File: src/rtl/ysyx_22040750_fetch_pc_sequencer.sv
// Fetch-address sequencer: owns the fetch PC, steps it on accepted fetches and
// arbitrates trap and branch redirects, holding a target until IF accepts it.
module ysyx_22040750_fetch_pc_sequencer #(
   parameter logic [31:0] RESET_PC = 32'h8000_0000
) (
   input  logic        I_clk,
   input  logic        I_rst,
   input  logic        I_trap_valid,
   input  logic [31:0] I_trap_pc,
   input  logic        I_br_valid,
   input  logic [31:0] I_br_pc,
   input  logic        I_stall,
   input  logic        I_if_ready,
   output logic        O_pc_valid,
   output logic [31:0] O_pc,
   output logic        O_flush,
   output logic [1:0]  O_redirect_src,
   output logic        O_busy
);

   typedef enum logic [1:0] {
      ST_BOOT = 2'b00,
      ST_RUN  = 2'b01,
      ST_HOLD = 2'b10
   } state_e;

   localparam logic [1:0] SRC_NONE   = 2'b00;
   localparam logic [1:0] SRC_BRANCH = 2'b01;
   localparam logic [1:0] SRC_TRAP   = 2'b10;

   state_e      state_q, state_d;
   logic [31:0] pc_q, pc_d;
   logic        flush_q, flush_d;
   logic [1:0]  src_q, src_d;

   logic        hs;
   logic [31:0] br_target;
   logic [31:0] pc_plus4;

   // Stall only gates sequential issue; a held redirect target is always offered.
   assign O_pc_valid = (state_q != ST_BOOT) && (!I_stall || (state_q == ST_HOLD));
   assign hs         = O_pc_valid && I_if_ready;
   assign br_target  = I_br_pc & ~32'h0000_0001;
   assign pc_plus4   = pc_q + 32'd4;

   always_comb begin
      state_d = state_q;
      pc_d    = pc_q;
      flush_d = 1'b0;
      src_d   = src_q;
      unique case (state_q)
         ST_BOOT: begin
            state_d = ST_RUN;
            pc_d    = RESET_PC;
            src_d   = SRC_NONE;
         end
         ST_RUN: begin
            // A handshake coinciding with a redirect is wrong-path and is dropped.
            if (I_trap_valid) begin
               state_d = ST_HOLD;
               pc_d    = I_trap_pc;
               src_d   = SRC_TRAP;
               flush_d = 1'b1;
            end else if (I_br_valid) begin
               state_d = ST_HOLD;
               pc_d    = br_target;
               src_d   = SRC_BRANCH;
               flush_d = 1'b1;
            end else if (hs) begin
               pc_d    = pc_plus4;
            end
         end
         ST_HOLD: begin
            // Branches seen while holding come from the wrong path; only a trap may override.
            if (I_trap_valid) begin
               pc_d    = I_trap_pc;
               src_d   = SRC_TRAP;
               flush_d = 1'b1;
            end else if (hs) begin
               state_d = ST_RUN;
               pc_d    = pc_plus4;
               src_d   = SRC_NONE;
            end
         end
         default: begin
            state_d = ST_BOOT;
            pc_d    = RESET_PC;
            src_d   = SRC_NONE;
         end
      endcase
   end

   always_ff @(posedge I_clk) begin
      if (I_rst) begin
         state_q <= ST_BOOT;
         pc_q    <= RESET_PC;
         flush_q <= 1'b0;
         src_q   <= SRC_NONE;
      end else begin
         state_q <= state_d;
         pc_q    <= pc_d;
         flush_q <= flush_d;
         src_q   <= src_d;
      end
   end

   assign O_pc           = pc_q;
   assign O_flush        = flush_q;
   assign O_redirect_src = src_q;
   assign O_busy         = (state_q == ST_HOLD);

endmodule
File: config.mk
export PLATFORM = sky130hd
export DESIGN_NAME = ysyx_22040750_fetch_pc_sequencer
export DESIGN_NICKNAME = d
export VERILOG_FILES = /design/src/rtl/ysyx_22040750_fetch_pc_sequencer.sv
export SDC_FILE = /design/constraint.sdc
export NUM_CORES = 1
export LEC_CHECK = 0
export CAP_MARGIN = 20
export CORE_UTILIZATION = 42
export CTS_CLUSTER_DIAMETER = 100
export DETAILED_ROUTE_END_ITERATION = 10
export GPL_TIMING_DRIVEN = 0
export MAX_ROUTING_LAYER = met4
export PLACE_DENSITY = 0.81
export SYNTH_ARGS = -nofsm -noshare
export SYNTH_HDL_FRONTEND = slang
export SYNTH_SLANG_ARGS = --single-unit
File: constraint.sdc
create_clock -name I_clk -period 2.4 [get_ports I_clk]
set_clock_uncertainty 0.15 [all_clocks]
set_input_delay 0.72 -clock I_clk [delete_from_list [all_inputs] [get_ports I_clk]]
set_output_delay 0.72 -clock I_clk [all_outputs]
set_load 0.03 [all_outputs]
# --- Yosys cells after proc, flatten, opt, wreduce, memory -nomap -nowiden ---
# Cells that the tools add are included.
classes:
  add_sub_neg: 1
  n_eq_ne: 6
  muxes: 19
  reduce_logical: 8
op_table:
  columns: ["cell", "n"]
  rows:
  - ["32-bit two-way mux", 4]
  - ["32-bit case mux with 2 select lines", 1]
  - ["32-bit by 3-bit adder with 32-bit output (second input constant)", 1]
  - ["2-bit two-way mux", 8]
  - ["2-bit case mux with 3 select lines", 1]
  - ["2-bit case mux with 2 select lines", 1]
  - ["1-bit two-way mux", 3]
  - ["3-bit by 2-bit != test with 1-bit output (second input constant)", 1]
  - ["3-bit != test (second input constant)", 1]
  - ["3-bit AND reduction", 1]
  - ["2-bit by 1-bit == test with 1-bit output (second input constant)", 1]
  - ["2-bit == test (second input constant)", 1]
  - ["1-bit logical AND", 2]
  - ["2-bit zero test", 1]
  - ["2-bit by 1-bit != test with 1-bit output (second input constant)", 1]
  - ["2-bit != test (second input constant)", 1]
  - ["1-bit case mux with 2 select lines", 1]
  - ["2-bit AND reduction", 1]
  - ["2-bit nonzero test", 1]
  - ["1-bit zero test", 1]
  - ["1-bit logical OR", 1]
word_totals:
  regBits: 37
  in_bits: 70

# --- Logic depth before layout (Yosys ltp) ---
depth:
  depth_word: 8
  mapped_depth: 8

# --- Least setup slack after synthesis ---
# No wires, ideal clock.
synth_path:
  path_kind: "input to output"
  start: "input I_stall"
  end: "output O_pc_valid"
  t_arrival_ps: 1370
  setup_slack_ps: 160
  stages: 2
  path_buffers: 0
  path_cell_list: "and2_1 -> nor2_1"
synth_via:
  elab_chain_cells: 3
synth_lines:
  columns: ["item", "line_no", "text"]
  rows:
  - ["from (decl)", "12", "input logic I_stall,"]
  - ["1-bit zero test", "41", "assign O_pc_valid = (state_q != ST_BOOT) && (!I_stall || (state_q == ST_HOLD));"]
  - ["1-bit logical OR", "41", null]
  - ["1-bit logical AND", "41", null]
  - ["to (decl)", "14", "output logic O_pc_valid,"]
# Every way passes these cells.

# --- Final worst setup path ---
layout_path:
  start: "register pc_q[19] (netlist: O_pc[19])"
  end: "output O_pc[19]"
layout_rtl:
  columns: ["item", "line_no", "text"]
  rows:
  - ["from (decl)", "32", "logic [31:0] pc_q, pc_d;"]
  - ["from (signal assigned)", "101", "pc_q <= pc_d;"]
  - ["to (decl)", "15", "output logic [31:0] O_pc,"]
# No word-level cell between the ends.

==> run summary <==
### Power and ir drop
- 769 uW — switching component of the power
- 0.00131 uW — static leakage
- 1290 uW — internal portion of total power
- 552 nW/um2 — power per cell area
- 0.374 — switching power as a share of total power
- 0.244 — clock network fraction of total power
- 0.356 — power share of the sequential group
- 2060 uW — Tot Pwr
- 0.269 mV — worst vdd ir
- 0.400 — combinational group share of total power

### Setup path
- flop to output pin — Worst Setup Path Type
- output pin — type of destination of the critical path
- 1.53 ns — Crit path required time
- 1.47 ns — arrival time reported for the critical path endpoint
- 0.72 ns — delay contributed by the slowest stage of the critical path
- flop — type of element launching the critical path
- 1 — Worst Path Buf+Inv
- clkdlybuf4s50_1 — chain of cells forming the critical path
- buffers and inverters — cell family with most CP delay
- 6 — maximum fanout encountered on the critical timing path
- sky130_fd_sc_hd__clkdlybuf4s50_1 — CP max stage cell

### Yosys
- 0.313 — area fraction of the dominant cell type after synthesis
- sky130_fd_sc_hd__a21oi_1 (53), sky130_fd_sc_hd__dfxtp_1 (37), sky130_fd_sc_hd__o221ai_1 (25) — most common library cells after synthesis
- 370 — Post-Synthesis Net Count
- 0 — number of enable-type register cells in the synthesized netlist
- sky130_fd_sc_hd__dfxtp_1 — top cell type by total area after synthesis
- 296 — Synth Instances
- sky130_fd_sc_hd__dfxtp_1 — most instantiated flip-flop cell in the synthesis netlist
- 0 — post-synthesis async set-or-reset flop share
- 37 — Synth Register Bits
- 2370 um2 — Synth Cell Area
- 45 — unique cell type count in the Yosys netlist
- 0.313 — register area share after synthesis
- 0 — Yosys Warn Count
- sky130_fd_sc_hd__a21oi_1 — most frequent cell after synthesis
- sky130_fd_sc_hd__dfxtp_1 (31%), sky130_fd_sc_hd__a21oi_1 (11%), sky130_fd_sc_hd__o221ai_1 (9.3%) — Synth area leaders
- 7.99 um2 — Avg Inst Size Synth

### Finish
- 0.111 — fraction of final layout cells with drive strength greater than 1
- 0 — Ant. Diodes
- 57.5% — relative area change from synthesis to final layout
- 489 — Total Nets Final

### Clocking
- sky130_fd_sc_hd__clkbuf_8 — clock root buffer
- 5 — TritonCTS buffer count
- 2 — number of levels the H-tree was split into
- yes — CTS tree
- 0.08 ns — clock slew at reported path FFs
- 37 — number of clock sinks seen by CTS
- 2 — Longest Clk Path Bufs
- 0.30 ns — clk_lat worst skew

### Placement
- 5980 um — half-perimeter wire length of the detailed placement result
- 0.828 — RD Place Congestion
- 105 — IO Port Bufs

### Floorplanning
- 77.1 um — floorplan die height
- 5940 um2 — area enclosed by the die boundary
- 77.1 um — Die Wd
- 0.449 — initial core utilization
- 5270 um2 — placeable core region
- 107 — top-level I/O count
- 26 — Placement Rows

### STA
- 0.335 ns — worst hold slack across all endpoints
- 0.609 ns — actual transition at the worst max-transition pin
- 0 — max-slew violations
- 0 — final hold violations
- 0 ns — accumulated negative setup slack
- 0.592 — remaining max-slew budget at the tightest pin
- 426 MHz — top achievable clock speed
- 0 — final setup vio count
- 0.977 — crit share post-route
- 2.34 ns — Period minus WS final

### Detailed routing
- 5.91 — via density per instance
- 179 — violation count after the first detailed-routing iteration
- 0 — total DRC errors in the routed layout
- 8160 um — Total Wirelength
- 0 — number of nets with antenna violations after detailed routing
- 576 um — wire length on met3
- 4060 um — met2 WL post-DR
- 3410 um — Met1 Routed Length
- 5 — first-pass detailed-route iteration total
- met4 — highest metal layer with signal wires
- 2872 — vias post-DR
- 16.8 um — drt wl/cell

### Global routing
- 12 — maximum number of pins on one net before global-route repair
- 0 — initial antenna violation count
- 0.284 — overall fraction of global-route tracks in use
- 0 — overflow left after global routing
- 13000 um — first-pass GRT wire length
- 2636 — number of global-route vias before repair

### Run
- 0 — max capacitance violation total

### Outcome
- complete, no violations — run status

### Min path
- flop to flop — worst min-delay path category

==> cells by family after synthesis <==
kind of cell             after synthesis  share of synthesized area
AO/OA/AOI/OAI                        117                      0.315
AND/OR/NAND/NOR                       92                      0.230
flip-flops                            37                      0.313
buffers and inverters                 24                     0.0386
XOR/XNOR                              21                     0.0777
adder cells (fa/ha/maj)                4                     0.0212
multiplexers                           1                    0.00423
==> per-stage QoR <==
stage / setup WS, ns / std cells / area [um2] / utilization
final: 0.0552 / 486 / 3730 / 0.707
after global routing: -0.0116 / 486 / 3730 / 0.707
after CTS: 0.0138 / 482 / 3660 / 0.695
after detailed placement: -0.696 / 471 / 3500 / 0.665
after global placement: -0.711 / 471 / 3500 / 0.665
after floorplan: 0.160 / 296 / 2370 / -
==> placed cells by master, fill, tap and decap left out, drive strengths merged, types with 2 or more instances in the layout <==
cell type      synthesis  routed
a21oi                 53      53
a221oi                 3       3
a22o                   2       2
a31o                   2       2
a31oi                  6       6
a32oi                  3       3
and2                   5       5
and3                   8       8
buf                    1      12
clkbuf                16      20
clkdlybuf4s50          0     101
dfxtp                 37      37
ha                     4       4
inv                    7       7
nand2                 14      14
nand2b                 4       4
nand3                 11      11
nand3b                 2       2
nand4                 13      13
nor2                  18      18
nor2b                  3       3
nor3                   2       2
nor4                   2       2
o21ai                 16      16
o221ai                25      25
or2                    2       2
or3                    6       6
xnor2                  3       3
xor2                  18      18
==> area by class of cell <==
| type | instances | area (um2) |
|---|---|---|
| flip-flops and latches | 37 | 742 |
| clock buffers | 7 | 96.3 |
| well taps | 70 | 87.6 |
| repair buffers | 114 | 1120 |
| clock inverters | 1 | 5.00 |
| multi-input cells | 235 | 1570 |
| fillers | 421 | 1540 |
| inverters | 7 | 26.3 |
| plain buffers | 15 | 75.1 |
==> routing by layer <==
metal / up-vias / track usage
li1: 1382 / -
met4: 0 / 0.0698
met5: - / -
met3: 14 / 0.0357
met2: 132 / 0.489
met1: 1344 / 0.353
==> power groups by stage <==
stage	combinational, uW	clock (uW)	sequential (uW)
3_3_place_gp	758	0	738
2_1_floorplan	352	0	821
4_1_cts	804	503	728
6_report	824	502	732
5_1_grt	888	525	740
3_5_place_dp	766	0	739
==> registers in the layout, indices dropped and copies added (netlist names) <==
name            flops
O_pc               32
O_flush             1
O_redirect_src      2
state_q             2
==> final timing paths <==
| kind | from | end | slack [ns] | depth (start not counted) |
|---|---|---|---|---|
| max | O_pc[19]$_SDFF_PP0_ | O_pc[19] | 0.06 | 1 |
| min | O_redirect_src[0]$_SDFFE_PP0P_ | O_redirect_src[0]$_SDFFE_PP0P_ | 0.33 | 2 |
| max reg2reg | state_q[0]$_SDFFE_PP0P_ | O_pc[7]$_SDFF_PP0_ | 0.34 | 6 |
| min reg2reg | O_redirect_src[0]$_SDFFE_PP0P_ | O_redirect_src[0]$_SDFFE_PP0P_ | 0.33 | 2 |
==> timing repair <==
action,CTS,global route
buffers inserted,3,6
hold buffers,0,0
resized for setup,24,17
endpoints found under the setup margin,27,29
pin swaps,1,4
No activity file was read; power rests on OpenSTA's default activity.
==> patch, RTL diff (same flow settings) <==
Put one more register stage on the output `O_redirect_src`, without a reset. The value now appears one clock later. The other outputs are not delayed to match.
--- a/src/rtl/ysyx_22040750_fetch_pc_sequencer.sv
+++ b/src/rtl/ysyx_22040750_fetch_pc_sequencer.sv
@@ -106,7 +106,9 @@
 
    assign O_pc           = pc_q;
    assign O_flush        = flush_q;
-   assign O_redirect_src = src_q;
+   always_ff @(posedge I_clk) begin
+      O_redirect_src <= src_q;
+   end
    assign O_busy         = (state_q == ST_HOLD);
 
 endmodule
Behaviour: not the same (Yosys sat finds a counterexample within 4 cycles, from zero or initial values and one cycle with I_rst high).
==> patch against the unedited design <==
Via count up 8.1%. Count of clock-buffer cells in the layout fell by 1. Sequential cell count up 2. Setup slack got worse by 0.028 ns. Clock power decreased by 6.4%. Sequential power rose by 17%. Global-route usage shrank 0.38 points. Final cell count increased by 3.7%. Design area rose by 4.6%. Combinational power is 64% higher. Die area rose by 11%. Area after synthesis is 11% higher. Wire length grew 11%. Power is 30% higher.
==> patch: results (changes against the unedited design) <==
outcome: finished clean
Worst R2R Path Depth: 7 (+1)
Initial DRC Count: 238 (+33%)
R2R Path End: O_pc[20]
Distinct cells, synth: 57 (+27%)
Placement Setup Slack: -0.6820 ns (+0.01408 ns)
Final HPWL DP: 6693 um (+12%)
Final Critical Period: 2.372 ns (+0.02765 ns)
max reg flops: 32 (unchanged)
Logic pwr share: 50.4% (+10 points)
number of global-route vias before repair: 2769 (+5.0%)
headroom to the max-slew limit: 57.61% (-1.6 points)
Hold Crit Depth: 0 (-2)
HP Class: reg -> reg
register area share after synthesis: 29.79% (-1.5 points)
Critical Path Start: O_pc[20]
Post-Syn Nets: 392 (+5.9%)
Worst Hold End: O_redirect_src[0]
fraction of layout cells with a size suffix above 1: 10.02% (-1.0 points)
Reg2Reg Setup Slack: 0.18 ns (-0.16 ns)
global router's overall resource usage: 28.07% (-0.38 points)
IR Drop Worst-Case VDD: 0.3905 mV (+45%)
post-CTS setup buffers: 0 (-3)
Post-Route WL: 9082 um (+11%)
routability cong.: 0.8740 (+5.5%)
total power: 2.677 mW (+30%)
Synth area leaders: dfxtp_1, a21oi_1, o221ai_1, xor2_1, o21ai_0
Post-CTS Resized: 18 (-25%)
net switching power: 1.151 mW (+50%)
Leak Pwr: 1.453 nW (+11%)
CP Max Fanout: 5 (-1)
end of the critical path: O_pc[20]
commonest cells in the netlist: a21oi_1, dfxtp_1, o21ai_0, o221ai_1, xor2_1
vias: 3104 (+8.1%)
nets: 503 (+2.9%)
clock power share: 17.5% (-6.9 points)
first-pass GRT wire length: 13550 um (+3.9%)
Hold Path Origin: src_q[0]
WP data arrival: 1.50 ns (+0.03 ns)
FF-to-FF Start: state_q[1]
==> patch: cell families (layout without fill, tap and decap cells) <==
| family | after synthesis | after routing | share of synthesized area [%] |
|---|---|---|---|
| AOI/OAI and AO/OA | 129 | 129 | 31.36 |
| and+or+nand+nor | 92 | 92 | 21.96 |
| buffers and inverters | 29 | 140 | 6.492 |
| xor gates and xnor gates | 22 | 22 | 7.351 |
| adders and majority gates | 4 | 4 | 1.909 |
| muxes | 3 | 3 | 1.146 |
| DFF | 39 | 39 | 29.79 |
==> patch: area by class of cell <==
class | instances | area, sq um
multi-input combinational | 250 | 1695
buffer | 21 | 151.4
clock buffer | 6 | 82.58
fill | 518 | 2058
timing repair buffer | 105 | 1061
tap | 75 | 93.84
sequential | 39 | 782.0
clock inverter | 1 | 5.005
inverter | 7 | 26.28
==> patch: metrics by stage <==
| step | instances | hold slack, ns | TNS, ns | cell area, sq um | util, % |
|---|---|---|---|---|---|
| floorplan | 318 | 0.1801 | 0 | 2621 | - |
| global placement | 498 | 0.1895 | -10.37 | 3766 | 63.24 |
| detailed placement | 498 | 0.1892 | -11.57 | 3766 | 63.24 |
| CTS | 505 | 0.2043 | 0 | 3874 | 65.04 |
| global route | 504 | 0.2151 | 0 | 3897 | 65.44 |
| finish | 504 | 0.2016 | 0 | 3897 | 65.44 |
==> patch: metal layers <==
metal	wire (um)	global-route usage, %	vias up	share of wire (%)
met2	4352	46.47	182	48
met1	3704	35.04	1457	41
met4	191	8.571	0	2.1
li1	-	-	1447	-
met5	0	-	-	0
met3	835	4.270	18	9.2
==> patch: worst register-to-register path: stages (launching register included) <==
cell      delay [ns]
dfxtp_1         0.43
ha_1            0.22
clkbuf_1        0.40
inv_1           0.22
nand2_1         0.14
clkbuf_2        0.27
o221ai_1        0.17
a21oi_1         0.15
